`src/rtl/crc_net_pkg.sv`:
```
// Shared constants, rx FSM state type and the serial CRC-8 step used by the
// tx and rx sides of the single-wire packet link.
package crc_net_pkg;

    localparam int PKT_W       = 136;
    localparam int CRC_W       = 8;
    localparam int SYNC_STAGES = 2;
    localparam int BIT_CNT_W   = $clog2(PKT_W);

    localparam logic [CRC_W-1:0] CRC_POLY = 8'h07;

    typedef enum logic [1:0] {
        RX_IDLE,
        RX_DATA,
        RX_STOP,
        RX_WAIT_IDLE
    } rx_state_t;

    // One MSB-first CRC-8 step: non-reflected, caller supplies the running value.
    function automatic logic [CRC_W-1:0] crc8_step(input logic [CRC_W-1:0] crc,
                                                   input logic             bit_in);
        logic fb;
        fb = crc[CRC_W-1] ^ bit_in;
        return (crc << 1) ^ (fb ? CRC_POLY : '0);
    endfunction

endpackage

```
`src/rtl/rx_receiver_sync.sv`:
```
// Multi-flop synchroniser for the asynchronous serial line; resets to the
// idle (high) level so a reset never fabricates a start bit.
import crc_net_pkg::*;

module rx_sync #(
    parameter int STAGES = SYNC_STAGES
) (
    input  logic clk,
    input  logic rst_n,
    input  logic d,
    output logic q
);

    logic [STAGES-1:0] sync_q;
    logic [STAGES-1:0] sync_d;

    always_comb begin
        sync_d = (sync_q << 1) | STAGES'(d);
    end

    always_ff @(posedge clk) begin
        if (!rst_n) begin
            sync_q <= '1;
        end else begin
            sync_q <= sync_d;
        end
    end

    assign q = sync_q[STAGES-1];

endmodule

```
`src/rtl/rx_receiver.sv`:
```
// Serial frame receiver: start bit, PKT_W bits MSB first, stop bit, with a
// running CRC-8 over the payload. RX_ERR_COUNT_EN adds a saturating error counter.
import crc_net_pkg::*;

module rx_receiver (
    input  logic             clk,
    input  logic             rst_n,
    input  logic             rx_line,
    output logic [PKT_W-1:0] rx_packet,
    output logic             rx_valid,
    output logic             crc_ok,
    output logic             frame_err,
`ifdef RX_ERR_COUNT_EN
    output logic [7:0]       err_count,
`endif
    output logic             busy
);

    localparam logic [BIT_CNT_W-1:0] DATA_BITS = BIT_CNT_W'(PKT_W - CRC_W);
    localparam logic [BIT_CNT_W-1:0] LAST_BIT  = BIT_CNT_W'(PKT_W - 1);

    logic rx_s;

    rx_sync #(.STAGES(SYNC_STAGES)) u_sync (
        .clk   (clk),
        .rst_n (rst_n),
        .d     (rx_line),
        .q     (rx_s)
    );

    rx_state_t             state_q,     state_d;
    logic [BIT_CNT_W-1:0]  bit_cnt_q,   bit_cnt_d;
    logic [CRC_W-1:0]      crc_q,       crc_d;
    logic [PKT_W-1:0]      shift_q,     shift_d;
    logic [PKT_W-1:0]      rx_packet_q, rx_packet_d;
    logic                  rx_valid_q,  rx_valid_d;
    logic                  crc_ok_q,    crc_ok_d;
    logic                  frame_err_q, frame_err_d;

    always_comb begin
        state_d     = state_q;
        bit_cnt_d   = bit_cnt_q;
        crc_d       = crc_q;
        shift_d     = shift_q;
        rx_packet_d = rx_packet_q;
        crc_ok_d    = crc_ok_q;
        rx_valid_d  = 1'b0;
        frame_err_d = 1'b0;

        case (state_q)
            RX_IDLE: begin
                if (!rx_s) begin
                    state_d   = RX_DATA;
                    bit_cnt_d = '0;
                    crc_d     = '0;
                end
            end
            RX_DATA: begin
                shift_d   = {shift_q[PKT_W-2:0], rx_s};
                bit_cnt_d = bit_cnt_q + BIT_CNT_W'(1);
                // The trailing CRC field itself is not folded into the CRC.
                if (bit_cnt_q < DATA_BITS) begin
                    crc_d = crc8_step(crc_q, rx_s);
                end
                if (bit_cnt_q == LAST_BIT) begin
                    state_d = RX_STOP;
                end
            end
            RX_STOP: begin
                if (rx_s) begin
                    rx_packet_d = shift_q;
                    crc_ok_d    = (crc_q == shift_q[CRC_W-1:0]);
                    rx_valid_d  = 1'b1;
                    state_d     = RX_IDLE;
                end else begin
                    frame_err_d = 1'b1;
                    state_d     = RX_WAIT_IDLE;
                end
            end
            RX_WAIT_IDLE: begin
                // A broken frame may leave the line low; only a return to idle re-arms.
                if (rx_s) begin
                    state_d = RX_IDLE;
                end
            end
            default: state_d = RX_IDLE;
        endcase
    end

    always_ff @(posedge clk) begin
        if (!rst_n) begin
            state_q     <= RX_IDLE;
            bit_cnt_q   <= '0;
            crc_q       <= '0;
            shift_q     <= '0;
            rx_packet_q <= '0;
            rx_valid_q  <= 1'b0;
            crc_ok_q    <= 1'b0;
            frame_err_q <= 1'b0;
        end else begin
            state_q     <= state_d;
            bit_cnt_q   <= bit_cnt_d;
            crc_q       <= crc_d;
            shift_q     <= shift_d;
            rx_packet_q <= rx_packet_d;
            rx_valid_q  <= rx_valid_d;
            crc_ok_q    <= crc_ok_d;
            frame_err_q <= frame_err_d;
        end
    end

    assign rx_packet = rx_packet_q;
    assign rx_valid  = rx_valid_q;
    assign crc_ok    = crc_ok_q;
    assign frame_err = frame_err_q;
    assign busy      = (state_q != RX_IDLE);

`ifdef RX_ERR_COUNT_EN
    logic [7:0] err_count_q, err_count_d;

    always_comb begin
        err_count_d = err_count_q;
        if ((frame_err_d || (rx_valid_d && !crc_ok_d)) && (err_count_q != 8'hFF)) begin
            err_count_d = err_count_q + 8'd1;
        end
    end

    always_ff @(posedge clk) begin
        if (!rst_n) begin
            err_count_q <= '0;
        end else begin
            err_count_q <= err_count_d;
        end
    end

    assign err_count = err_count_q;
`endif

endmodule
```
`config.mk`:
```
export PLATFORM = sky130hd
export DESIGN_NAME = rx_receiver
export DESIGN_NICKNAME = d
export VERILOG_FILES = /design/src/rtl/crc_net_pkg.sv /design/src/rtl/rx_receiver_sync.sv /design/src/rtl/rx_receiver.sv
export SDC_FILE = /design/constraint.sdc
export NUM_CORES = 1
export LEC_CHECK = 0
export CORE_MARGIN = 10
export CORE_UTILIZATION = 43
export CTS_CLUSTER_DIAMETER = 100
export DETAILED_ROUTE_END_ITERATION = 10
export GPL_TIMING_DRIVEN = 0
export HOLD_SLACK_MARGIN = 0.06
export PLACE_DENSITY = 0.66
export SLEW_MARGIN = 15
export SYNTH_ARGS = -nofsm -noshare
export SYNTH_HDL_FRONTEND = slang
export SYNTH_SLANG_ARGS = --single-unit
```
`constraint.sdc`:
```
create_clock -name clk -period 2.15 [get_ports clk]
set_input_delay 0.43 -clock clk [delete_from_list [all_inputs] [get_ports clk]]
set_output_delay 0.43 -clock clk [all_outputs]
set_load 0.01 [all_outputs]
```
==> results of run 1 <==
per-stage QoR:
step	power, mW	util [%]	setup WS (ns)	setup TNS, ns
5_1_grt	11.6	56.1	0.00232	0
2_1_floorplan	5.79	-	0.566	0
4_1_cts	11.3	56.1	0.0143	0
3_5_place_dp	5.88	51.7	-0.509	-85.95
3_3_place_gp	5.88	51.7	-0.513	-84.20
6_report	11.2	56.1	0.138	0
routing by layer:
metal	vias up	part of all wire, %	GRT usage, %
met4	0	1.5	3.60
met1	4045	46	20.0
li1	4545	-	-
met2	163	46	26.3
met3	29	6.4	3.86
met5	-	0	0
worst max-delay path, cell delays in order (launching register included):
cell,delay [ns]
dfxtp_1,0.40
or2_2,0.34
dlygate4sd2_1,0.31
power groups by stage:
stage                     Sequential (mW)  Clock (mW)  Combinational, mW
after floorplan                      5.60           0              0.187
after global placement               5.60           0              0.275
after detailed placement             5.60           0              0.274
after CTS                            5.48        5.55              0.272
after global routing                 5.48        5.79              0.302
final                                5.48        5.42              0.270
flip-flops by register name, indices dropped and copies added (netlist names):
| signal | flops |
|---|---|
| shift_q | 136 |
| rx_valid | 1 |
| crc_q | 8 |
| crc_ok | 1 |
| u_sync.sync_q | 2 |
| state_q | 2 |
| frame_err | 1 |
| rx_packet | 136 |
| bit_cnt_q | 8 |
cells by family (layout without fill, tap and decap cells):
logic type / count (synthesis) / in the layout / share of synthesized area [%]
adder cells (fa/ha/maj): 1 / 1 / 0.121
buffers and inverters: 100 / 293 / 4.36
AO/OA/AOI/OAI: 293 / 293 / 14.4
flip-flops: 295 / 295 / 57.1
XOR/XNOR: 14 / 14 / 1.18
AND/OR/NAND/NOR: 599 / 599 / 22.9
synth_stat cells (3+ instances only):
cell type    n  area (sq um)
nand4_1      3          18.8
buf_2       43           215
a21oi_1    282          1410
clkbuf_1    49           184
and3_1       3          18.8
nand2_1    549          2060
o21ai_0      3          15.0
nor4bb_1     5          50.1
nor2_1      16          60.1
buf_6        3          33.8
nand2b_1     5          31.3
nand3_1      4          20.0
dfxtp_1    295          5910
buf_1        3          11.3
xnor2_1      7          61.3
xor2_1       7          61.3
nor3b_1      3          22.5
layout make-up:
| class | instances | share of cell area, % |
|---|---|---|
| Sequential cell | 295 | 44.7 |
| Clock inverter | 6 | 1.17 |
| Clock buffer | 46 | 6.68 |
| Inverter | 2 | 0.0568 |
| Timing Repair Buffer | 142 | 10.8 |
| Buffer | 97 | 3.38 |
| Multi-Input combinational cell | 907 | 30.2 |
| Tap cell | 319 | 3.02 |
worst max-delay path by stage:
| stage | cells after the start | startpoint | slack, ns | end |
|---|---|---|---|---|
| after floorplan | 7 | u_sync.sync_q[1]$_SDFF_PN1_ | 0.57 | crc_q[0]$_SDFFE_PN0P_ |
| after global placement | 5 | rst_n | -0.51 | rx_packet[98]$_SDFFE_PN0P_ |
| after detailed placement | 5 | rst_n | -0.51 | rx_packet[69]$_SDFFE_PN0P_ |
| after CTS | 6 | state_q[1]$_SDFFE_PN0P_ | 0.01 | shift_q[71]$_SDFFE_PN0P_ |
| after global routing | 6 | state_q[0]$_SDFFE_PN0P_ | 0.002 | shift_q[55]$_SDFFE_PN0P_ |
| final | 2 | state_q[1]$_SDFFE_PN0P_ | 0.14 | busy |
==> flow_metrics.env, run 1 <==
export IMPL_final_cell_mix="nand2_1, dfxtp_1, a21oi_1"
export IMPL_placementRows=56
export IMPL_clockRootBuffer="clkbuf_16"
export IMPL_maxCapViolations=0
export IMPL_wl_per_cell_um=13.7
export IMPL_setup_viol=0
export IMPL_hold_viol=0
export IMPL_p_clk_share_pct=48.5
export IMPL_path_clk_slew_ns=0.06
export IMPL_regArea_sq_um=5910
export IMPL_portBuffers=142
export IMPL_fin_area_sq_um=13200
export IMPL_die_height_um=175
export IMPL_synth_edf_count=0
export IMPL_numCtsBuffers=30
export IMPL_final_nets=1479
export IMPL_power_frac_seq_pct=49.1
export IMPL_cts_sinks=295
export IMPL_worst_skew_pair_late_latency_ns=0.54
export IMPL_holdPathEnd="u_sync.sync_q[1]$_SDFF_PN1_"
export IMPL_postCtsResizedCells=2
export IMPL_internal_power_mw=8.93
export IMPL_ys_warn_count=0
export IMPL_drive_gt1_share_pct=6.62
export IMPL_drt_antenna_violating_nets=0
export IMPL_htree_num_levels=1
export IMPL_grt_pass1_wl_um=41300
export IMPL_drt_iter0_markers=511
export IMPL_nFillCells=2258
export IMPL_p_sw_mw=2.25
export IMPL_synth_nets=1306
export IMPL_grt_overflow=0
export IMPL_grt_max_degree=15
export IMPL_ios=143
export IMPL_grtUsageTotal_pct=15.7
export IMPL_place_hpwl_um=17200
export IMPL_synth_flop_cell="dfxtp_1"
export IMPL_timing_hold_ws_ns=0.428
export IMPL_cts_path_max_buffers=3
export IMPL_min_from="u_sync.sync_q[0]$_SDFF_PN1_"
export IMPL_hold_class="flop to flop"
export IMPL_path_max_fanout=9
export IMPL_layoutNonFillerInstCount=1814
export IMPL_dp_cells=1763
export IMPL_rsz0062_at_grt="no"
export IMPL_dr_pass1_iters=7
export IMPL_critPathKind="flop to output port"
export IMPL_placed_cell_area_sq_um=12200
export IMPL_reg2reg_slack_ns=0.21
export IMPL_cp_start_kind="flop"
export IMPL_fin_crit_sh_pct=93.6
export IMPL_syn_cell_area_sq_um=10300
export IMPL_worstReg2RegStart="state_q[0]$_SDFFE_PN0P_"
export IMPL_synth_cells=1302
export IMPL_dieArea_sq_um=30700
export IMPL_yosysSeqAreaShare_pct=57.1
export IMPL_p_leak_nw=4.32
export IMPL_swShare_pct=20.1
export IMPL_timing_rr_end="shift_q[58]$_SDFFE_PN0P_"
export IMPL_vias=8782
export IMPL_slew_headroom_pct=49.8
export IMPL_postCtsSetupBuffers=0
export IMPL_cts_hold_buf=0
export IMPL_r2r_worst_path_cells=6
export IMPL_tightest_slew_ns=0.753
export IMPL_power_frac_comb_pct=2.4
export IMPL_ys_seq_elements=295
export IMPL_hold_depth=1
export IMPL_fin_skew_ns=0.0121
export IMPL_start_util_pct=44.0
export IMPL_antenna_cells=0
export IMPL_ys_types=34
export IMPL_place_congestion=0.788
export IMPL_antenna_found_initial=0
export IMPL_grt_pass1_vias=8314
export IMPL_die_x_um=175
export IMPL_status="finished clean"
export IMPL_power_density_nw_per_um2=846
export IMPL_wl_um=24900
export IMPL_async_flop_share_pct=0
export IMPL_multi_input_area_sq_um=3990
export IMPL_endpoint_kind="output port"
export IMPL_cts_tree="done"
export IMPL_max_freq_mhz=497
export IMPL_crit_required_ns=1.72
export IMPL_routed_via_density=4.84
export IMPL_drv_slew=0
export IMPL_drc=0
export IMPL_core_area_sq_um=23500
export IMPL_cp_arrival_ns=1.58
export IMPL_syn_to_final_growth_pct=27.6
export IMPL_max_vdd_ir_drop_uv=611
export IMPL_final_common_cell="nand2_1"
export IMPL_syn_area_per_cell_sq_um=7.95
export IMPL_fin_crit_ns=2.01
(Power assumes the default switching activity.)
==> inputs of run 2 (changes only) <==
- CORE_MARGIN: 10 -> default
- clock period: 2.15 -> 2.5 ns (I/O delays scaled with it)
==> flow_metrics.env, run 2 (synthesis gave the netlist of run 1 again) <==
export IMPL_status="finished clean"
export IMPL_p_leak_nw=4.28
export IMPL_core_area_sq_um=23500
export IMPL_fin_area_sq_um=13100
export IMPL_antenna_found_initial=0
export IMPL_fin_skew_ns=0.0100
export IMPL_dieArea_sq_um=24700
export IMPL_routed_via_density=4.86
export IMPL_cts_hold_buf=0
export IMPL_hold_depth=1
export IMPL_cts_sinks=295
export IMPL_max_freq_mhz=423
export IMPL_place_hpwl_um=15900
export IMPL_hold_class="flop to flop"
export IMPL_timing_rr_end="shift_q[6]$_SDFFE_PN0P_"
export IMPL_rsz0062_at_grt="no"
export IMPL_start_util_pct=44.0
export IMPL_cp_start_kind="flop"
export IMPL_drc=0
export IMPL_grt_max_degree=15
export IMPL_met2_usage_pct=31.5
export IMPL_hold_viol=0
export IMPL_drt_antenna_violating_nets=0
export IMPL_die_x_um=157
export IMPL_min_from="u_sync.sync_q[0]$_SDFF_PN1_"
export IMPL_power_density_nw_per_um2=709
export IMPL_grt_overflow=0
export IMPL_placementRows=56
export IMPL_cts_path_max_buffers=3
export IMPL_clockRootBuffer="clkbuf_16"
export IMPL_timing_hold_ws_ns=0.425
export IMPL_drive_gt1_share_pct=6.61
export IMPL_nFillCells=2280
export IMPL_dr_pass1_iters=5
export IMPL_r2r_worst_path_cells=6
export IMPL_setup_viol=0
export IMPL_final_nets=1479
export IMPL_final_common_cell="nand2_1"
export IMPL_htree_num_levels=1
export IMPL_cp_arrival_ns=1.86
export IMPL_drt_iter0_markers=403
export IMPL_antenna_cells=0
export IMPL_fin_crit_sh_pct=94.5
export IMPL_tns_ns=0
export IMPL_cts_tree="done"
export IMPL_place_congestion=0.768
export IMPL_grt_met1_usage_pct=25.9
export IMPL_fin_crit_ns=2.36
export IMPL_multi_input_area_sq_um=3990
export IMPL_reg2reg_slack_ns=0.42
export IMPL_placed_cell_area_sq_um=12200
export IMPL_grt_pass1_wl_um=38700
export IMPL_maxCapViolations=0
export IMPL_endpoint_kind="output port"
export IMPL_ios=143
export IMPL_max_vdd_ir_drop_uv=576
export IMPL_regArea_sq_um=5910
export IMPL_grt_pass1_vias=7960
export IMPL_worst_skew_pair_late_latency_ns=0.55
export IMPL_slew_headroom_pct=39.4
export IMPL_die_height_um=157
export IMPL_critPathKind="flop to output port"
export IMPL_postCtsSetupBuffers=0
export IMPL_busiest_layer="met2"
export IMPL_worstReg2RegStart="state_q[1]$_SDFFE_PN0P_"
export IMPL_crit_required_ns=2.00
export IMPL_gr_usage_met3_pct=3.03
export IMPL_syn_to_final_growth_pct=27.0
export IMPL_grtUsageTotal_pct=19.1
export IMPL_holdPathEnd="u_sync.sync_q[1]$_SDFF_PN1_"
export IMPL_path_clk_slew_ns=0.06
export IMPL_vias=8823
export IMPL_drv_slew=0
export IMPL_wl_um=23700
export IMPL_tightest_slew_ns=0.909
export IMPL_path_max_fanout=12
export IMPL_portBuffers=142
export IMPL_wl_per_cell_um=13.0
export IMPL_numCtsBuffers=30
export IMPL_final_cell_mix="nand2_1, dfxtp_1, a21oi_1"
run 2: cell count changes in the layout (fill, tap and decap cells not counted), sizes merged:
| cell | delta |
|---|---|
| bufinv | -4 |
| clkbuf | -2 |
| clkdlybuf4s50 | +1 |
| clkinv | +7 |
| clkinvlp | +1 |
| dlygate4sd2 | -1 |
run 2: metrics by stage:
stage | instances | setup WS, ns | power (mW) | util (%)
finish | 1816 | 0.139 | 9.32 | 55.8
global route | 1816 | 0.0661 | 9.61 | 55.8
CTS | 1816 | 0.116 | 9.41 | 55.8
detailed placement | 1763 | -0.275 | 5.06 | 51.7
global placement | 1763 | -0.262 | 5.05 | 51.7
floorplan | 1302 | 0.916 | 4.98 | -
run 2: worst max-delay path by stage:
stage | from | slack (ns) | cells past startpoint | to
2_1_floorplan | u_sync.sync_q[1]$_SDFF_PN1_ | 0.92 | 7 | crc_q[0]$_SDFFE_PN0P_
3_3_place_gp | rst_n | -0.26 | 5 | rx_packet[98]$_SDFFE_PN0P_
3_5_place_dp | rst_n | -0.28 | 5 | rx_packet[73]$_SDFFE_PN0P_
4_1_cts | state_q[0]$_SDFFE_PN0P_ | 0.12 | 2 | busy
5_1_grt | state_q[0]$_SDFFE_PN0P_ | 0.07 | 2 | busy
6_report | state_q[0]$_SDFFE_PN0P_ | 0.14 | 2 | busy
run 2: layout make-up:
| class | count | area share, % |
|---|---|---|
| clock buffer | 44 | 6.81 |
| sequential | 295 | 44.9 |
| buffer | 97 | 3.35 |
| tap | 319 | 3.04 |
| inverter | 2 | 0.0571 |
| clock inverter | 10 | 0.619 |
| timing repair buffer | 142 | 10.8 |
| multi-input combinational | 907 | 30.4 |
run 2: power by group:
group	leakage [nW]	internal, mW	switching [mW]
logic	1.42	0.0511	0.181
registers	2.38	4.71	0.00880
clock network	0.485	2.57	1.80
total	4.28	7.33	1.99
run 2: per-layer routing:
layer	part of all wire, %	up-vias
li1	-	4555
met1	48	4050
met2	46	189
met3	4.7	29
met4	1.9	0
met5	0	-
run 2: worst max-delay path: stages (launching register included):
cell and delay (ns):
dfxtp_1 0.58, or2_2 0.19, clkdlybuf4s50_1 0.56
run 2: timing repair:
item                       CTS  global route
setup endpoints to repair    1             0
gates resized for setup      0             0
hold endpoints to repair     0             0
